## config.mk

```make
export PLATFORM = sky130hd
export DESIGN_NAME = fsm_table_sequencer_flat
export DESIGN_NICKNAME = d
export VERILOG_FILES = /design/src/rtl/fsm_table_sequencer_pkg.sv /design/src/rtl/fsm_table_sequencer_if.sv /design/src/rtl/fsm_table_sequencer_ram.sv /design/src/rtl/fsm_table_sequencer.sv /design/src/flat_wrapper.sv
export SDC_FILE = /design/constraint.sdc
export NUM_CORES = 1
export LEC_CHECK = 0
export ABC_AREA = 1
export BUFFER_PORTS_ARGS = -buffer_cell sky130_fd_sc_hd__buf_2
export CORE_UTILIZATION = 50
export CTS_CLUSTER_SIZE = 25
export DETAILED_ROUTE_END_ITERATION = 10
export GPL_TIMING_DRIVEN = 0
export HOLD_SLACK_MARGIN = 0.03
export PLACE_DENSITY = 0.68
export SYNTH_ARGS = -nofsm -noshare
export SYNTH_HDL_FRONTEND = slang
export SYNTH_HIERARCHICAL = 1
export SYNTH_SLANG_ARGS = --single-unit
```

## constraint.sdc

```tcl
create_clock -name clk -period 3 [get_ports clk]
set_clock_uncertainty 0.05 [all_clocks]
set_input_delay 0.15 -clock clk [delete_from_list [all_inputs] [get_ports clk]]
set_output_delay 0.15 -clock clk [all_outputs]
set_load 0.05 [all_outputs]
```

## src/rtl/fsm_table_sequencer_pkg.sv

```systemverilog
// Shared encodings for the table-driven sequencer: operating modes,
// error codes and config-port table selection.
package fsm_table_sequencer_pkg;

    typedef enum logic [1:0] {
        MODE_IDLE  = 2'd0,
        MODE_RUN   = 2'd1,
        MODE_ERROR = 2'd2
    } mode_t;

    localparam logic [1:0] ERR_NONE      = 2'd0;
    localparam logic [1:0] ERR_BAD_SYM   = 2'd1;
    localparam logic [1:0] ERR_BAD_STATE = 2'd2;
    localparam logic [1:0] ERR_CFG_RUN   = 2'd3;

    localparam logic CFG_SEL_TRANS = 1'b0;
    localparam logic CFG_SEL_OUT   = 1'b1;

endpackage

```

## src/rtl/fsm_table_sequencer_if.sv

```systemverilog
// Config-write port plus the input-symbol handshake of the sequencer.
interface fsm_table_sequencer_if #(
    parameter int SW = 3,
    parameter int OW = 4
);
    logic          cfg_we;
    logic          cfg_sel;
    logic [SW-1:0] cfg_state;
    logic [SW-1:0] cfg_in;
    logic [OW-1:0] cfg_data;
    logic          in_valid;
    logic [SW-1:0] in_sym;
    logic          in_ready;

    modport master (
        output cfg_we, cfg_sel, cfg_state, cfg_in, cfg_data, in_valid, in_sym,
        input  in_ready
    );

    modport slave (
        input  cfg_we, cfg_sel, cfg_state, cfg_in, cfg_data, in_valid, in_sym,
        output in_ready
    );
endinterface

```

## src/rtl/fsm_table_sequencer_ram.sv

```systemverilog
// Transition and output tables: synchronous write with index range check,
// asynchronous read of the next state and of the current state's output.
module fsm_table_ram
    import fsm_table_sequencer_pkg::*;
#(
    parameter int NUM_STATES = 5,
    parameter int NUM_INPUTS = 5,
    parameter int SW         = 3,
    parameter int OW         = 4
) (
    input  logic          clk,
    input  logic          reset,
    input  logic          we,
    input  logic          sel,
    input  logic [SW-1:0] wr_state,
    input  logic [SW-1:0] wr_in,
    input  logic [OW-1:0] wr_data,
    output logic          wr_bad_index,
    input  logic [SW-1:0] rd_state,
    input  logic [SW-1:0] rd_sym,
    output logic [SW-1:0] rd_next,
    output logic          rd_sym_ok,
    output logic [OW-1:0] rd_out
);

    logic [SW-1:0] trans_tab [NUM_STATES][NUM_INPUTS];
    logic [OW-1:0] out_tab   [NUM_STATES];

    logic wr_state_ok;
    logic wr_in_ok;

    assign wr_state_ok  = int'(wr_state) < NUM_STATES;
    assign wr_in_ok     = int'(wr_in) < NUM_INPUTS;
    // The column index only matters for transition entries.
    assign wr_bad_index = !wr_state_ok || ((sel == CFG_SEL_TRANS) && !wr_in_ok);

    always_ff @(posedge clk) begin
        if (reset) begin
            for (int s = 0; s < NUM_STATES; s++) begin
                out_tab[s] <= '0;
                for (int i = 0; i < NUM_INPUTS; i++) begin
                    trans_tab[s][i] <= '0;
                end
            end
        end else if (we && !wr_bad_index) begin
            if (sel == CFG_SEL_TRANS) begin
                trans_tab[wr_state][wr_in] <= wr_data[SW-1:0];
            end else begin
                out_tab[wr_state] <= wr_data;
            end
        end
    end

    // Out-of-range read indices yield zero rather than touching the arrays.
    always_comb begin
        rd_next   = '0;
        rd_out    = '0;
        rd_sym_ok = int'(rd_sym) < NUM_INPUTS;
        if (int'(rd_state) < NUM_STATES) begin
            rd_out = out_tab[rd_state];
            if (rd_sym_ok) begin
                rd_next = trans_tab[rd_state][rd_sym];
            end
        end
    end

endmodule

```

## src/rtl/fsm_table_sequencer.sv

```systemverilog
// Mode FSM and step logic of the table-driven Moore sequencer; the tables
// themselves live in fsm_table_ram.
module fsm_table_sequencer
    import fsm_table_sequencer_pkg::*;
#(
    parameter int NUM_STATES = 5,
    parameter int NUM_INPUTS = 5,
    parameter int SW         = 3,
    parameter int OW         = 4,
    parameter int CW         = 16
) (
    input  logic                  clk,
    input  logic                  reset,
    input  logic                  start,
    input  logic                  halt,
    input  logic                  restart,
    input  logic                  clear_err,
    fsm_table_sequencer_if.slave  bus,
    output logic [SW-1:0]         cur_state,
    output logic [OW-1:0]         out,
    output logic [1:0]            mode,
    output logic [1:0]            err_code,
    output logic                  cfg_err,
    output logic [CW-1:0]         step_cnt
);

    mode_t         mode_q, mode_d;
    logic [1:0]    err_q, err_d;
    logic [SW-1:0] state_q, state_d;
    logic [CW-1:0] cnt_q, cnt_d;
    logic          cfg_err_q, cfg_err_d;

    logic          cfg_write_en;
    logic          wr_bad_index;
    logic [SW-1:0] rd_next;
    logic          rd_sym_ok;
    logic [OW-1:0] rd_out;
    logic          next_ok;
    logic          step_req;

    assign cfg_write_en = bus.cfg_we && (mode_q == MODE_IDLE);

    fsm_table_ram #(
        .NUM_STATES (NUM_STATES),
        .NUM_INPUTS (NUM_INPUTS),
        .SW         (SW),
        .OW         (OW)
    ) u_ram (
        .clk          (clk),
        .reset        (reset),
        .we           (cfg_write_en),
        .sel          (bus.cfg_sel),
        .wr_state     (bus.cfg_state),
        .wr_in        (bus.cfg_in),
        .wr_data      (bus.cfg_data),
        .wr_bad_index (wr_bad_index),
        .rd_state     (state_q),
        .rd_sym       (bus.in_sym),
        .rd_next      (rd_next),
        .rd_sym_ok    (rd_sym_ok),
        .rd_out       (rd_out)
    );

    assign bus.in_ready = (mode_q == MODE_RUN);
    assign next_ok      = int'(rd_next) < NUM_STATES;
    // halt and restart both suppress any step offered in the same cycle.
    assign step_req     = bus.in_valid && bus.in_ready && !halt && !restart;

    always_comb begin
        mode_d    = mode_q;
        err_d     = err_q;
        state_d   = state_q;
        cnt_d     = cnt_q;
        cfg_err_d = bus.cfg_we && ((mode_q != MODE_IDLE) || wr_bad_index);

        unique case (mode_q)
            MODE_IDLE: begin
                if (start && !halt) begin
                    mode_d = MODE_RUN;
                end
            end
            MODE_RUN: begin
                if (bus.cfg_we) begin
                    err_d = ERR_CFG_RUN;
                end
                if (halt) begin
                    mode_d = MODE_IDLE;
                end else if (step_req) begin
                    if (!rd_sym_ok) begin
                        mode_d = MODE_ERROR;
                        err_d  = ERR_BAD_SYM;
                    end else if (!next_ok) begin
                        mode_d = MODE_ERROR;
                        err_d  = ERR_BAD_STATE;
                    end else begin
                        state_d = rd_next;
                        if (cnt_q != '1) begin
                            cnt_d = cnt_q + CW'(1);
                        end
                    end
                end
            end
            MODE_ERROR: begin
                if (clear_err) begin
                    mode_d = MODE_IDLE;
                    err_d  = ERR_NONE;
                end
            end
            default: begin
                mode_d = MODE_IDLE;
            end
        endcase

        // restart acts in every mode and leaves mode/err_code alone.
        if (restart) begin
            state_d = '0;
            cnt_d   = '0;
        end
    end

    always_ff @(posedge clk) begin
        if (reset) begin
            mode_q    <= MODE_IDLE;
            err_q     <= ERR_NONE;
            state_q   <= '0;
            cnt_q     <= '0;
            cfg_err_q <= 1'b0;
        end else begin
            mode_q    <= mode_d;
            err_q     <= err_d;
            state_q   <= state_d;
            cnt_q     <= cnt_d;
            cfg_err_q <= cfg_err_d;
        end
    end

    assign cur_state = state_q;
    assign out       = rd_out;
    assign mode      = mode_q;
    assign err_code  = err_q;
    assign cfg_err   = cfg_err_q;
    assign step_cnt  = cnt_q;

endmodule

```

## src/flat_wrapper.sv

```systemverilog
// flat-port wrapper written by rule: the top's interface ports become plain ports
module fsm_table_sequencer_flat import fsm_table_sequencer_pkg::*;
#(
    parameter int NUM_STATES = 5,
    parameter int NUM_INPUTS = 5,
    parameter int SW         = 3,
    parameter int OW         = 4,
    parameter int CW         = 16
)
  (clk, reset, start, halt, restart, clear_err, cur_state, out, mode, err_code, cfg_err, step_cnt, bus_cfg_we, bus_cfg_sel, bus_cfg_state, bus_cfg_in, bus_cfg_data, bus_in_valid, bus_in_sym, bus_in_ready);
  fsm_table_sequencer_if #(.SW(SW), .OW(OW)) bus_i ();
  input  logic clk;
  input  logic reset;
  input  logic start;
  input  logic halt;
  input  logic restart;
  input  logic clear_err;
  output logic [SW-1:0] cur_state;
  output logic [OW-1:0] out;
  output logic [1:0] mode;
  output logic [1:0] err_code;
  output logic cfg_err;
  output logic [CW-1:0] step_cnt;
  input wire logic [$bits(bus_i.cfg_we)-1:0] bus_cfg_we;
  input wire logic [$bits(bus_i.cfg_sel)-1:0] bus_cfg_sel;
  input wire logic [$bits(bus_i.cfg_state)-1:0] bus_cfg_state;
  input wire logic [$bits(bus_i.cfg_in)-1:0] bus_cfg_in;
  input wire logic [$bits(bus_i.cfg_data)-1:0] bus_cfg_data;
  input wire logic [$bits(bus_i.in_valid)-1:0] bus_in_valid;
  input wire logic [$bits(bus_i.in_sym)-1:0] bus_in_sym;
  output wire logic [$bits(bus_i.in_ready)-1:0] bus_in_ready;
  assign bus_i.cfg_we = bus_cfg_we;
  assign bus_i.cfg_sel = bus_cfg_sel;
  assign bus_i.cfg_state = bus_cfg_state;
  assign bus_i.cfg_in = bus_cfg_in;
  assign bus_i.cfg_data = bus_cfg_data;
  assign bus_i.in_valid = bus_in_valid;
  assign bus_i.in_sym = bus_in_sym;
  assign bus_in_ready = bus_i.in_ready;
  fsm_table_sequencer #(.NUM_STATES(NUM_STATES), .NUM_INPUTS(NUM_INPUTS), .SW(SW), .OW(OW), .CW(CW)) u_core (.clk(clk), .reset(reset), .start(start), .halt(halt), .restart(restart), .clear_err(clear_err), .bus(bus_i), .cur_state(cur_state), .out(out), .mode(mode), .err_code(err_code), .cfg_err(cfg_err), .step_cnt(step_cnt));
endmodule
```

==> metrics.md <==
| Metric | Value |
|---|---|
| Status | `finished, final reports clean` |
| Placer Congestion | `0.870` |
| RR Startpoint | `u_core/cur_state[2]$_SDFFE_PP0P_` |
| Final global-route overflow total | `0` |
| Area Overhead vs Synth | `17.4%` |
| Worst path most repeated cell | `nand2_1` |
| Ys flop type | `edfxtp_1` |
| Min-delay src | `bus_cfg_data[0]` |
| Worst-Skew Late Latency | `0.43 ns` |
| Simple-Gate Fraction of Synth Area | `29.0%` |
| Final min period | `2.72 ns` |
| Worst Path Required | `3.32 ns` |
| DRC violations left | `0` |
| Nets | `1072` |
| Final instance area | `0.00926 sq mm` |
| Die H | `128 um` |
| Routed vias | `6357` |
| Area leader, netlist | `edfxtp_1` |
| Cells after Synth | `938` |
| Number of port buffers | `50` |
| Cell variety after synth | `38` |
| Levels on crit path | `17` |
| WP buf/inv | `5` |
| Critical Path Fanout Max | `10` |
| Max VDD drop | `0.377 mV` |
| Max incr delay on CP | `0.55 ns` |
| Slew Limit Fails | `0` |
| Synth Area in XOR/XNOR | `0.777%` |
| Worst Reg-to-Reg Cells | `17` |
| CP Cell Sequence | `clkbuf_4 > inv_1 > nor2_2 > buf_4 > nand3_1 > nand2_1 > inv_1 > nand2_1 > nand2_1 > nand3_1 > nor2_1 > nor2_1 > o21ai_2 > nand2_2 > nand2_1 > a21oi_1 > dlygate4sd3_1` |
| Die area | `0.0163 sq mm` |
| Clock Tree Buf Depth | `2` |
| Num ports | `51` |
| Actual slew at the worst max-slew pin | `0.723 ns` |
| Asr flop ratio synth | `0%` |
| Max-cap viol count | `0` |
| WS Path Type | `reg -> reg` |
| DR pass1 iterations | `5` |
| Main combinational cell family by area after synthesis | `simple AND/OR/NAND/NOR gates` |
| N_diodes | `0` |
| Cell Count Post-Placement | `1234` |
| Initial antenna violation count | `0` |
| Placeable Area | `0.0153 sq mm` |
| Total CTS buffers | `17` |
| EDFF count, synth | `131` |
| Crit end category | `register` |
| Compound-Gate Fraction of Synth Area | `5.55%` |
| Synth Register Bits | `155` |
| Achievable frequency | `367 MHz` |
| Row cnt | `45` |
| Synthesized cell area | `0.00789 sq mm` |
| DR WL/cell | `14.1 um` |
| Clk Tree Root Cell | `clkbuf_16` |
| Synth top area cells | `edfxtp_1, nand2_1, nor2_1` |
| Starting Density | `51.5%` |
| First-pass GRT wire length | `29400 um` |
| Arr. time, crit path | `3.04 ns` |
| Die Span X | `128 um` |
| # clock sinks | `155` |
| Rel. slew slack | `51.6%` |
| Final Cycle Share | `90.8%` |
| Area after DPL | `0.00854 sq mm` |
| # setup viols final | `0` |
| DRT iter0 DRCs | `472` |
| Gr usage total | `23.9%` |
| Pin count of the biggest net entering global routing | `17` |
| Min Hold Slack | `0.0392 ns` |
| Crit path max-delay family | `buffers and inverters` |
| Antenna viol nets, final | `0` |
| Vias in the first global route | `6037` |
| Pwr/cell area | `537 mW/mm^2` |
| Finished Layout Cells | `1273` |
| Crit. Startpoint | `u_core/cur_state[2]$_SDFFE_PP0P_` |
| Synth Area in Adders | `0.159%` |
| Leak | `4.13 nW` |
| Post-synthesis mux area share | `0%` |
| Unrepaired setup endpoints after global routing | `false` |
| Startpoint types | `register` |
| Share of cells above drive strength 1 | `14.1%` |
| Hold Crit Class | `in -> reg` |
| Share of the synthesized area in the top cell type | `49.8%` |
| Hold Path Depth | `3` |
| Core Util, Final | `60.5%` |
| Vias per cell | `4.99` |
| Worst-path clk slew | `0.06 ns` |
| Sequential share of the synthesized area | `55.9%` |
| Synth warnings | `6` |
| Post-Route WL | `17900 um` |
| Hpwl dp | `13000 um` |
| H-Tree Depth | `4` |
| CTS tree | `done` |
| Syn avg cell area | `8.41 sq um` |
| Endpoints failing hold | `0` |
| Slowest CP cell | `dlygate4sd3_1` |
==> cell usage after synthesis (all sizes together), types with 5 or more instances <==
library cell  instances
a21oi                24
buf                  18
clkbuf               17
dfxtp                24
edfxtp              131
inv                 131
nand2               277
nand3                73
nand4                 6
nor2                164
nor3                  8
o21ai                36
or2                   5
xnor2                 5
==> metal layers <==
metal / vias to the layer above / GRT usage, % / share of wire (%)
met4: 0 / 10.5 / 2.7
met1: 2934 / 30.8 / 44
met5: - / 0 / 0
met3: 38 / 5.23 / 5.4
met2: 200 / 38.8 / 48
li1: 3185 / - / -
==> cells by family (layout without fill, tap and decap cells) <==
group | count (synthesis) | count (layout)
buf+inv | 169 | 258
fa+ha+maj | 1 | 1
compound gates | 70 | 70
flops | 155 | 155
other cells | 1 | 36
xor+xnor | 7 | 7
simple gates | 535 | 535
==> worst register-to-register path, delay by kind of cell (launching register included) <==
family	cells	cell delay [ns]
AOI/OAI and AO/OA	2	0.21
buffers and inverters	5	1.11
DFF	1	0.34
and+or+nand+nor	10	0.96
==> per-stage QoR <==
stage / TNS [ns] / total power [W] / setup slack (ns)
after floorplan: 0 / 0.00270 / 0.316
after global placement: -0.421 / 0.00279 / -0.0478
after detailed placement: -0.375 / 0.00280 / -0.0426
after CTS: 0 / 0.00499 / 0.00280
after global routing: 0 / 0.00515 / 0.0316
final: 0 / 0.00497 / 0.277
==> final timing paths <==
check / to / slack (ns)
setup / recovery: u_core/mode[1]$_SDFFE_PP0P_ / 0.28
hold / removal: u_core/u_ram/trans_tab[4][12]$_SDFFCE_PN0P_ / 0.04
setup reg to reg: u_core/mode[1]$_SDFFE_PP0P_ / 0.28
hold reg to reg: u_core/cur_state[2]$_SDFFE_PP0P_ / 0.46
==> where the power goes <==
part | internal [W] | switching (W)
sequential | 0.00241 | 0.0000220
combinational | 0.0000894 | 0.000245
clock | 0.00132 | 0.000881
==> state kept, by name, summed over array words and instances, names as in the netlist <==
signal	flops
u_core/cfg_err	1
u_core/cur_state	3
u_core/err_code	2
u_core/mode	2
u_core/step_cnt	16
u_core/u_ram/out_tab	20
u_core/u_ram/trans_tab	111
==> area by class of cell <==
cell class              instances  area, sq um
fillers                      1384         6050
repair buffers                 57          320
multi-input cells             649         2950
inverters                     134          503
flip-flops and latches        155         4420
clock buffers                  17          425
plain buffers                  35          193
clock inverters                15          190
well taps                     211          264
==> repair_timing <==
item,CTS,global route
gates resized for setup,3,18
buffers inserted,0,0
endpoints found under the hold margin,7,0
hold buffers,7,0
setup endpoints to repair,10,18
==> layout by cell type, fill, tap and decap left out, types with 2 or more instances in the layout <==
cell           synthesis  routed
nand2_1              272     270
nor2_1               157     156
edfxtp_1             131     131
inv_1                125     125
nand3_1               65      65
buf_2                 14      59
conb_1                 1      36
o21ai_0               30      30
dfxtp_1               24      23
a21oi_1               19      19
clkbuf_16              0      17
clkbuf_1              17      14
dlygate4sd3_1          0       7
nand3_2                7       7
clkinv_4               0       6
inv_2                  6       6
nand4_1                6       6
nor3_1                 6       6
buf_4                  2       5
xnor2_1                5       5
a21oi_2                5       5
inv_6                  0       4
nor2_4                 3       4
nand2_2                2       4
or2_2                  4       4
o21ai_4                4       4
o22ai_1                4       4
clkbuf_4               0       4
bufinv_16              0       3
nand2_4                3       3
nor2_2                 3       3
o2111ai_1              3       3
o211ai_1               3       3
clkinv_1               3       3
buf_6                  2       2
xor2_1                 2       2
nor3_2                 2       2
(Power assumes the default switching activity.)
